## src/rtl/uart_tx_sched_pkg.sv

```systemverilog
// Shared types and helpers for the UART transmit scheduler.
// Latency: n/a (declarations only).
// Backpressure: n/a.
package uart_tx_sched_pkg;

  // Cycles to wait for the transmitter to report Busy after a DATA_VALID pulse
  localparam int START_TIMEOUT_DEF = 4;

  typedef enum logic [1:0] {
    ST_IDLE       = 2'd0,
    ST_ISSUE      = 2'd1,
    ST_WAIT_START = 2'd2,
    ST_WAIT_DONE  = 2'd3
  } state_e;

  // Width of a requester index; never narrower than one bit
  function automatic int gid_width(input int n);
    return (n > 2) ? $clog2(n) : 1;
  endfunction

endpackage

```

## src/rtl/uart_rr_arbiter.sv

```systemverilog
// Rotating-priority picker: first request at or after ptr_i, wrapping.
// Latency: combinational.
// Backpressure: none; the caller decides when the pick is consumed.
module uart_rr_arbiter #(
  parameter int NUM_REQ = 4,
  parameter int IDX_W   = 2
) (
  input  logic [NUM_REQ-1:0] req_i,
  input  logic [IDX_W-1:0]   ptr_i,
  output logic [NUM_REQ-1:0] gnt_o,
  output logic [IDX_W-1:0]   idx_o,
  output logic               any_o
);

  int             cand;
  logic [IDX_W-1:0] cand_idx;
  logic           found;

  // Walk the request vector starting at the pointer and keep the first hit
  always_comb begin
    gnt_o    = '0;
    idx_o    = '0;
    found    = 1'b0;
    cand     = 0;
    cand_idx = '0;
    for (int off = 0; off < NUM_REQ; off++) begin
      cand = int'(ptr_i) + off;
      if (cand >= NUM_REQ) begin
        cand = cand - NUM_REQ;
      end
      cand_idx = IDX_W'(cand);
      if (!found && req_i[cand_idx]) begin
        found           = 1'b1;
        gnt_o[cand_idx] = 1'b1;
        idx_o           = cand_idx;
      end
    end
    any_o = found;
  end

endmodule

```

## src/rtl/uart_tx_scheduler.sv

```systemverilog
// Round-robin sharing of one UART transmitter among NUM_REQ byte producers.
// Latency: grant edge -> DATA_VALID/ACK next cycle; Busy fall -> FRAME_DONE next cycle.
// Backpressure: grants only in IDLE with TX_BUSY low; requests held until ACK.
module uart_tx_scheduler
  import uart_tx_sched_pkg::*;
#(
  parameter int DATA_WIDTH    = 8,
  parameter int NUM_REQ       = 4,
  parameter int START_TIMEOUT = START_TIMEOUT_DEF,
  localparam int GID_W        = gid_width(NUM_REQ)
) (
  input  logic                          CLK,
  input  logic                          RST,
  input  logic [NUM_REQ-1:0]            REQ_VALID,
  input  logic [NUM_REQ*DATA_WIDTH-1:0] REQ_DATA,
  input  logic [NUM_REQ-1:0]            REQ_PAR_EN,
  input  logic [NUM_REQ-1:0]            REQ_PAR_TYP,
  output logic [NUM_REQ-1:0]            REQ_ACK,
  output logic [DATA_WIDTH-1:0]         TX_P_DATA,
  output logic                          TX_DATA_VALID,
  output logic                          TX_PAR_EN,
  output logic                          TX_PAR_TYP,
  input  logic                          TX_BUSY,
  output logic [GID_W-1:0]              GRANT_ID,
  output logic                          FRAME_DONE,
  output logic                          START_ERR
);

  // Counter holds 0..START_TIMEOUT plus headroom so saturation is explicit
  localparam int                 CNT_W   = $clog2(START_TIMEOUT + 2);
  localparam logic [CNT_W-1:0]   CNT_MAX = '1;
  localparam logic [CNT_W:0]     TO_LIM  = (CNT_W + 1)'(START_TIMEOUT);

  state_e                  state_q, state_d;
  logic [GID_W-1:0]        ptr_q, ptr_d;
  logic [CNT_W-1:0]        cnt_q, cnt_d;
  logic [CNT_W:0]          cnt_inc;
  logic [DATA_WIDTH-1:0]   p_data_q, p_data_d;
  logic                    par_en_q, par_en_d;
  logic                    par_typ_q, par_typ_d;
  logic                    dv_q, dv_d;
  logic [NUM_REQ-1:0]      ack_q, ack_d;
  logic [GID_W-1:0]        gid_q, gid_d;
  logic                    done_q, done_d;
  logic                    err_q, err_d;

  logic [NUM_REQ-1:0]      win_gnt;
  logic [GID_W-1:0]        win_idx;
  logic                    win_any;

  uart_rr_arbiter #(
    .NUM_REQ (NUM_REQ),
    .IDX_W   (GID_W)
  ) u_arb (
    .req_i (REQ_VALID),
    .ptr_i (ptr_q),
    .gnt_o (win_gnt),
    .idx_o (win_idx),
    .any_o (win_any)
  );

  // Frame sequencing: grant, issue pulse, wait for Busy rise, wait for Busy fall
  always_comb begin
    state_d   = state_q;
    ptr_d     = ptr_q;
    cnt_d     = cnt_q;
    p_data_d  = p_data_q;
    par_en_d  = par_en_q;
    par_typ_d = par_typ_q;
    gid_d     = gid_q;
    dv_d      = 1'b0;
    ack_d     = '0;
    done_d    = 1'b0;
    err_d     = 1'b0;
    cnt_inc   = {1'b0, cnt_q} + (CNT_W + 1)'(1);
    unique case (state_q)
      ST_IDLE: begin
        // A transmitter still busy from before a reset must drain first
        if (!TX_BUSY && win_any) begin
          p_data_d  = REQ_DATA[int'(win_idx)*DATA_WIDTH +: DATA_WIDTH];
          par_en_d  = REQ_PAR_EN[win_idx];
          par_typ_d = REQ_PAR_TYP[win_idx];
          gid_d     = win_idx;
          ptr_d     = (win_idx == GID_W'(NUM_REQ - 1)) ? '0 : win_idx + GID_W'(1);
          dv_d      = 1'b1;
          ack_d     = win_gnt;
          state_d   = ST_ISSUE;
        end
      end
      ST_ISSUE: begin
        cnt_d   = '0;
        state_d = ST_WAIT_START;
      end
      ST_WAIT_START: begin
        if (TX_BUSY) begin
          state_d = ST_WAIT_DONE;
        end else if (cnt_inc >= TO_LIM) begin
          // Byte is dropped; the requester already saw its ACK
          err_d   = 1'b1;
          state_d = ST_IDLE;
        end else if (cnt_q != CNT_MAX) begin
          cnt_d = cnt_inc[CNT_W-1:0];
        end
      end
      ST_WAIT_DONE: begin
        if (!TX_BUSY) begin
          done_d  = 1'b1;
          state_d = ST_IDLE;
        end
      end
      default: state_d = ST_IDLE;
    endcase
  end

  // State and registered outputs
  always_ff @(posedge CLK or negedge RST) begin
    if (!RST) begin
      state_q   <= ST_IDLE;
      ptr_q     <= '0;
      cnt_q     <= '0;
      p_data_q  <= '0;
      par_en_q  <= 1'b0;
      par_typ_q <= 1'b0;
      dv_q      <= 1'b0;
      ack_q     <= '0;
      gid_q     <= '0;
      done_q    <= 1'b0;
      err_q     <= 1'b0;
    end else begin
      state_q   <= state_d;
      ptr_q     <= ptr_d;
      cnt_q     <= cnt_d;
      p_data_q  <= p_data_d;
      par_en_q  <= par_en_d;
      par_typ_q <= par_typ_d;
      dv_q      <= dv_d;
      ack_q     <= ack_d;
      gid_q     <= gid_d;
      done_q    <= done_d;
      err_q     <= err_d;
    end
  end

  assign REQ_ACK       = ack_q;
  assign TX_P_DATA     = p_data_q;
  assign TX_DATA_VALID = dv_q;
  assign TX_PAR_EN     = par_en_q;
  assign TX_PAR_TYP    = par_typ_q;
  assign GRANT_ID      = gid_q;
  assign FRAME_DONE    = done_q;
  assign START_ERR     = err_q;

endmodule

```

## config.mk

```make
export PLATFORM = sky130hd
export DESIGN_NAME = uart_tx_scheduler
export DESIGN_NICKNAME = d
export VERILOG_FILES = /design/src/rtl/uart_tx_sched_pkg.sv /design/src/rtl/uart_rr_arbiter.sv /design/src/rtl/uart_tx_scheduler.sv
export SDC_FILE = /design/constraint.sdc
export NUM_CORES = 1
export LEC_CHECK = 0
export ABC_AREA = 1
export BUFFER_PORTS_ARGS = -buffer_cell sky130_fd_sc_hd__buf_2
export CAP_MARGIN = 5
export CORE_MARGIN = 2
export CORE_UTILIZATION = 35
export CTS_BUF_LIST = sky130_fd_sc_hd__clkbuf_8
export DETAILED_ROUTE_END_ITERATION = 8
export PLACE_DENSITY = 0.59
export RECOVER_POWER = 100
export SYNTH_ARGS = -nofsm -noshare
export SYNTH_HDL_FRONTEND = slang
export SYNTH_HIERARCHICAL = 1
export SYNTH_SLANG_ARGS = --single-unit
```

## constraint.sdc

```tcl
create_clock -name CLK -period 2.5 [get_ports CLK]
set_clock_uncertainty 0.05 [all_clocks]
set_input_delay 0.25 -clock CLK [delete_from_list [all_inputs] [get_ports CLK]]
set_output_delay 0.25 -clock CLK [all_outputs]
set_load 0.01 [all_outputs]
```

Word level (Yosys, flattened, before mapping)
Cells that the tools add are included.
{"block": "word_totals", "reg_bits": 26, "latch_bits": 0, "ramBits": 0, "romBits": 0, "in_bits": 47, "out_inout_bits": 19, "word_cells": 121, "memories": 0}
{"block": "classes", "add_sub_neg": 9, "mul": 0, "div": 0, "n_lt_le_gt_ge": 14, "n_eq_ne": 11, "shifts": 1, "n_mux": 55, "bitwise": 3, "reduce_logical": 17}
{"operator": "indexed part select 32 x 6 -> 8 bit", "count": 1}
{"operator": "2-to-1 mux 2 bit", "count": 13}
{"operator": "2-to-1 mux 4 bit", "count": 6}
{"operator": "2-to-1 mux 1 bit", "count": 21}
{"operator": "< comparator 2 x 3 -> 1 bit, second input constant", "count": 5}
{"operator": "binary-select mux 1 bit (select 2 bit)", "count": 6}
{"operator": "OR 4 bit", "count": 3}
{"operator": "inequality test 2 bit, second input constant", "count": 5}
{"operator": ">= comparator 3 bit, second input constant", "count": 3}
{"operator": "2-to-1 mux 3 bit", "count": 3}
{"operator": "demux 1 bit (select 2 bit)", "count": 4}
{"operator": ">= comparator 2 x 1 -> 1 bit, second input constant", "count": 4}
{"operator": "logical AND 1 bit", "count": 8}
{"operator": "case mux 2 bit (4 select lines)", "count": 1}
{"operator": "subtractor 2 x 1 -> 2 bit, second input constant", "count": 4}
{"operator": "adder 2 x 2 -> 3 bit, second input constant", "count": 2}
{"operator": "== test 2 bit, second input constant", "count": 3}
{"operator": "inequality test 3 bit, second input constant", "count": 2}
{"operator": "case mux 3 bit (2 select lines)", "count": 1}
{"operator": "adder 3 x 1 -> 4 bit, second input constant", "count": 1}
{"operator": ">= comparator 4 x 3 -> 1 bit, second input constant", "count": 1}
{"operator": "logical NOT 1 bit", "count": 4}
{"operator": "AND reduction 4 bit", "count": 1}
{"operator": "adder 2 x 1 -> 3 bit, second input constant", "count": 1}
{"operator": "other kinds (7)", "count": 7}

Depth between registers and ports, before layout
{"block": "logic_depth", "word_depth": 17, "ltp_mapped": 17, "depth_no_buf": 14}

Hierarchy
Netlist, hierarchy kept.
{"mod": "uart_tx_scheduler", "n_inst": 1, "cells_per_inst": 199, "area_each_um2": 1450.1, "seq_area_each_um2": 650.6}
{"mod": "uart_rr_arbiter", "n_inst": 1, "cells_per_inst": 74, "area_each_um2": 440.4, "seq_area_each_um2": 0.0}

Worst setup path after synthesis
Ideal clock, no wire load.
{"block": "synth_path", "kind": "reg2reg", "startpoint": "register ptr_q[0]", "endpoint": "register p_data_q[4] (netlist: TX_P_DATA[4])", "setup_time_ps": 116, "arrival_time_ps": 2266, "t_required_ps": 2334, "slack_ps": 68, "stages_incl_launch_ff": 16, "n_path_buf": 2, "synth_period_minus_slack_ps": 2432, "cell_sequence": "dfrtp_1 inv_2 ha_1 inv_1 nand3_1 nand2_1 nor2_1 a21oi_1 nand3_1 buf_4 inv_2 buf_2 o21ai_0 nand2_1 nand2_1 nand2_1"}
{"block": "synth_via", "elab_cells_between_ends": 40, "classes_between": "add/sub (7); order compare (4); shift (1); mux (20); reduce/logical (8)"}
{"item": "from (decl)", "line": "uart_tx_scheduler.sv:35", "text": "logic [GID_W-1:0] ptr_q, ptr_d;"}
{"item": "from (signal assigned)", "line": "uart_tx_scheduler.sv:131", "text": "ptr_q <= ptr_d;"}
{"item": "branches (longest 13 deep; another with adder 2 x 1 -> 3 bit)"}
{"item": "2-to-1 mux 2 bit *", "line": "uart_rr_arbiter.sv:32", "text": "if (!found && req_i[cand_idx]) begin"}
{"item": "net win_idx[0]", "line": "uart_tx_scheduler.sv:48", "text": "logic [GID_W-1:0] win_idx;"}
{"item": "indexed part select 32 x 6 -> 8 bit *", "line": "uart_tx_scheduler.sv:80", "text": "p_data_d = REQ_DATA[int'(win_idx)*DATA_WIDTH +: DATA_WIDTH];"}
{"item": "to (signal assigned)", "line": "uart_tx_scheduler.sv:133", "text": "p_data_q <= p_data_d;"}
{"item": "to (decl)", "line": "uart_tx_scheduler.sv:38", "text": "logic [DATA_WIDTH-1:0] p_data_q, p_data_d;"}
Mark *: on every way through the listed nets, which the timed path passes. The select of a mux whose other input is x is not followed.
A chain may end at the register's enable or synchronous reset.

Final worst setup path
{"block": "layout_path", "startpoint": "register ptr_q[0]", "endpoint": "register gid_q[1] (netlist: GRANT_ID[1])"}
{"block": "layout_via", "elab_chain_len": 16, "elab_cells_between_ends": 39, "classes_between": "add/sub (7); order compare (4); mux (20); reduce/logical (8)"}
{"item": "branches (longest 13 deep; another with adder 2 x 1 -> 3 bit)"}
{"item": "2-to-1 mux 1 bit *", "line": "uart_rr_arbiter.sv:32"}
{"item": "net win_any", "line": "uart_tx_scheduler.sv:49", "text": "logic win_any;"}
{"item": "logical AND 1 bit *", "line": "uart_tx_scheduler.sv:79", "text": "if (!TX_BUSY && win_any) begin"}
{"item": "AND reduction 2 bit (no source line) *"}
{"item": "to (signal assigned)", "line": "uart_tx_scheduler.sv:138", "text": "gid_q <= gid_d;"}
{"item": "to (decl)", "line": "uart_tx_scheduler.sv:43", "text": "logic [GID_W-1:0] gid_q, gid_d;"}
Marks and branches as above.

==> summary by stage <==
GRT
In the global route stage, overall resource usage came out at 0.152. The largest net degree at the start of global routing is 27. Global routing finished with a remaining overflow of 0. The initial antenna violation count is 0.

The first global-routing pass estimated 7560 um of wire. The via count of the first global-routing pass is 1,754.

Power and ir drop
Power spread over the standard cell area amounts to 1470 nW/um2. The standby leakage power is 1.27 nW. Across the VDD grid, the largest voltage drop is 0.788 mV.

Floorplan
The row count is 26. The overall die area is 6010 um2. The width of the die is 77.5 um. The I/O pin count is 66. The initial standard-cell utilization of the core is 0.366.

The standard cell core area is 5170 um2. The y dimension of the die is 77.5 um.

Timing
Setup violations remaining at the end of the flow were counted as 0. For the final routed database, the setup TNS stands at 0 ps. The final setup slack of the worst path is 233 ps. The number of hold violations in the final report is 0. Dividing the final minimum period by the clock period gives 0.907. The worst slew slack as a fraction of its limit is 0.0837. The max-slew violation count is 0.

The maximum clock frequency is 441 MHz. The worst path needs 2270 ps of the cycle, external delays included. The slew at the pin closest to its max-slew limit is 1370 ps.

Setup repair after global routing left no endpoint under its margin.

Clock tree
Counting every sink on the clock net gives 26. The H-tree level count is 1. The clock root buffer is sky130_fd_sc_hd__clkbuf_8. At the later pin of the worst-skew pair, clock insertion delay measures 280 ps.

The clock-pin slew reported for the worst setup and hold paths after clock tree synthesis is 100 ps. TritonCTS built the clock tree. Counting along the longest clock path gives a buffer depth of 2. The total CTS buffers is 3.

Logic synthesis
A synthesized cell averages 6.93 um2. Counting flops and latches in the post-synthesis netlist gives 26. The fraction of the yosys area taken by sequential cells is 0.344. The synthesized netlist occupies a cell area of 1890 um2. The most common cell in the synthesized netlist is sky130_fd_sc_hd__nand2_1.

The total nets after synthesis is 328. The cell type contributing the most total cell area after synthesis is sky130_fd_sc_hd__dfrtp_1. The async set or reset register ratio after synthesis is 1.00. The gate count after technology mapping is 273. The count of flip-flops with a built-in enable after synthesis is 0. The Yosys step of the flow raised 6 warnings.

The share of synthesized area in the top cell type comes to 0.344. Sorting the synthesized cells by area gives the leading types as sky130_fd_sc_hd__dfrtp_1, sky130_fd_sc_hd__nand2_1, sky130_fd_sc_hd__nor2_1. By count the netlist is led by sky130_fd_sc_hd__nand2_1, sky130_fd_sc_hd__nor2_1, sky130_fd_sc_hd__dfrtp_1, sky130_fd_sc_hd__nand3_1, sky130_fd_sc_hd__inv_1. For this run, the leading register cell type out of synthesis is sky130_fd_sc_hd__dfrtp_1. In this run, distinct cell masters in the synthesized netlist total 25.

Setup path
The critical path capture point type is a register. STA classifies the critical path startpoint as a register. The biggest fanout along the worst timing path is 18.

Data on the critical path arrives at its endpoint at 2370 ps. For the worst setup path, the data required time is 2610 ps. The category of the critical setup timing path is reg -> reg.

Route
The detail route stage leaves a number of antenna-violating nets equal to 0. The DRC violation count after routing is 0. The sum of met2 wire segment lengths after detailed routing is 1940 um. The number of vias per cell after detailed routing is 4.48. The violation count after the first detailed-route iteration is 90. The routed metal-1 wire length is 2140 um. The top routing layer in use is met4. The first detailed-routing pass took 4 iterations. The routed wire length on met3 is 328 um. Dividing the detail-routed wire length by the instance count gives 10.8 um. The final layout contains routed wiring with a total length of 4430 um. The total number of vias is 1,847.

Placed design
The number of I/O port buffers is 65. The detailed placement HPWL is 3390 um. The placed standard-cell area is 2270 um2. Timing analysis after detailed placement gives a worst setup slack of 131 ps. The global placer's final weighted congestion is 0.840.

Final layout
The multi-input combinational cells in the finished layout cover a total of 1060 um2. After filler insertion, the fill cell instance count of the layout stands at 560. 0 antenna diodes ended up in the layout.

The net total in the final layout is 398. The fraction of final layout cells with drive strength greater than 1 is 0.222. The post-layout instance area is 2340 um2. The total area of sequential cells is 651 um2.

Measured on the finished design, the core utilization comes to 0.452. The post-synthesis to final-layout area growth is 23.7%.

Min path
The path class of the tightest hold or removal check is in -> reg.

Run
The max-capacitance violation count is 0.

Outcome
The flow ran to the end, and the final reports show no timing, DRC or antenna violations.
## registers in the layout (all words and copies together) (netlist names)
signal	count
state_q	2
TX_P_DATA	8
TX_PAR_TYP	1
ptr_q	2
cnt_q	3
GRANT_ID	2
TX_DATA_VALID	1
TX_PAR_EN	1
START_ERR	1
FRAME_DONE	1
REQ_ACK	4
## per-layer routing
layer / up-vias / GRT usage
met5: - / 0
met4: 0 / 0.0321
met3: 2 / 0.0267
met2: 67 / 0.262
met1: 770 / 0.200
li1: 1008 / -
## repair_timing
item                                   4_1_cts  5_1_grt
hold buffers                                 1        0
resized for setup                            0        3
setup buffers                                0        1
setup endpoints to repair                    0       10
endpoints found under the hold margin       26        0
## placed cells by master, fill, tap and decap left out
master / Yosys / final
sky130_fd_sc_hd__nand2_1: 82 / 83
sky130_fd_sc_hd__buf_2: 1 / 45
sky130_fd_sc_hd__nor2_1: 42 / 41
sky130_fd_sc_hd__dfrtp_1: 26 / 26
sky130_fd_sc_hd__inv_1: 20 / 21
sky130_fd_sc_hd__nand3_1: 21 / 21
sky130_fd_sc_hd__clkbuf_1: 0 / 20
sky130_fd_sc_hd__o21ai_1: 10 / 10
sky130_fd_sc_hd__o21ai_0: 9 / 9
sky130_fd_sc_hd__nand2_2: 9 / 8
sky130_fd_sc_hd__a21oi_1: 8 / 8
sky130_fd_sc_hd__ha_1: 8 / 8
sky130_fd_sc_hd__nand4_1: 7 / 7
sky130_fd_sc_hd__inv_2: 6 / 6
sky130_fd_sc_hd__buf_4: 1 / 6
sky130_fd_sc_hd__a21boi_0: 5 / 5
sky130_fd_sc_hd__o211ai_1: 4 / 4
sky130_fd_sc_hd__clkbuf_8: 0 / 3
sky130_fd_sc_hd__nor2_4: 1 / 2
sky130_fd_sc_hd__nor2_8: 1 / 1
sky130_fd_sc_hd__nor3_1: 1 / 1
sky130_fd_sc_hd__o21a_1: 1 / 1
sky130_fd_sc_hd__bufinv_16: 0 / 1
sky130_fd_sc_hd__dlygate4sd3_1: 0 / 1
sky130_fd_sc_hd__buf_6: 6 / 1
sky130_fd_sc_hd__nand3_2: 1 / 1
sky130_fd_sc_hd__nand3_4: 1 / 1
sky130_fd_sc_hd__nand2_4: 1 / 1
## worst max-delay path: stages, from the launching register on
cell                      delay [ps]
sky130_fd_sc_hd__dfrtp_1         370
sky130_fd_sc_hd__inv_2            40
sky130_fd_sc_hd__ha_1            340
sky130_fd_sc_hd__inv_1           130
sky130_fd_sc_hd__nand2_1          80
sky130_fd_sc_hd__nand2_2          80
sky130_fd_sc_hd__nor2_4           50
sky130_fd_sc_hd__buf_4           160
sky130_fd_sc_hd__nand4_1          70
sky130_fd_sc_hd__nand2_1         140
sky130_fd_sc_hd__nor2_8          270
sky130_fd_sc_hd__inv_2           190
sky130_fd_sc_hd__nand2_1          90
sky130_fd_sc_hd__o21ai_0          90
## report_power, final
group | switching [W] | leakage, nW | internal, W
logic | 0.00154 | 0.898 | 0.000861
registers | 0.0000959 | 0.335 | 0.000586
clock network | 0.000147 | 0.0357 | 0.000215
## cell type report
type | count | share of cell area
Clock buffer | 3 | 0.0177
Multi-Input combinational cell | 212 | 0.454
Timing Repair Buffer | 73 | 0.157
Sequential cell | 26 | 0.278
Clock inverter | 1 | 0.0128
Inverter | 27 | 0.0433
Tap cell | 70 | 0.0375
## metrics by stage
step           power, W  cells  hold slack [ps]
6_report        0.00344    412              132
5_1_grt         0.00385    412              121
4_1_cts         0.00345    411              123
3_5_place_dp    0.00308    406              239
3_3_place_gp    0.00306    406              238
2_1_floorplan   0.00265    273            -95.6
## cell families after synthesis
group / Yosys count / share of synthesized area
simple gates: 167 / 0.394
buf+inv: 35 / 0.0973
compound gates: 37 / 0.111
flops: 26 / 0.344
fa+ha+maj: 8 / 0.0529
## final timing paths
check	startpoint	endpoint	slack [ps]	cells after the start
setup reg to reg	ptr_q[0]$_DFFE_PN0P_	GRANT_ID[1]$_DFFE_PN0P_	230	13
setup / recovery	ptr_q[0]$_DFFE_PN0P_	GRANT_ID[1]$_DFFE_PN0P_	230	13
hold reg to reg	TX_P_DATA[5]$_DFFE_PN0P_	TX_P_DATA[5]$_DFFE_PN0P_	440	2
hold / removal	TX_BUSY	FRAME_DONE$_DFF_PN0_	130	2
min in group asynchronous	RST	REQ_ACK[3]$_DFF_PN0_	750	2
max in group asynchronous	RST	ptr_q[1]$_DFFE_PN0P_	850	2
(Power assumes the default switching activity.)
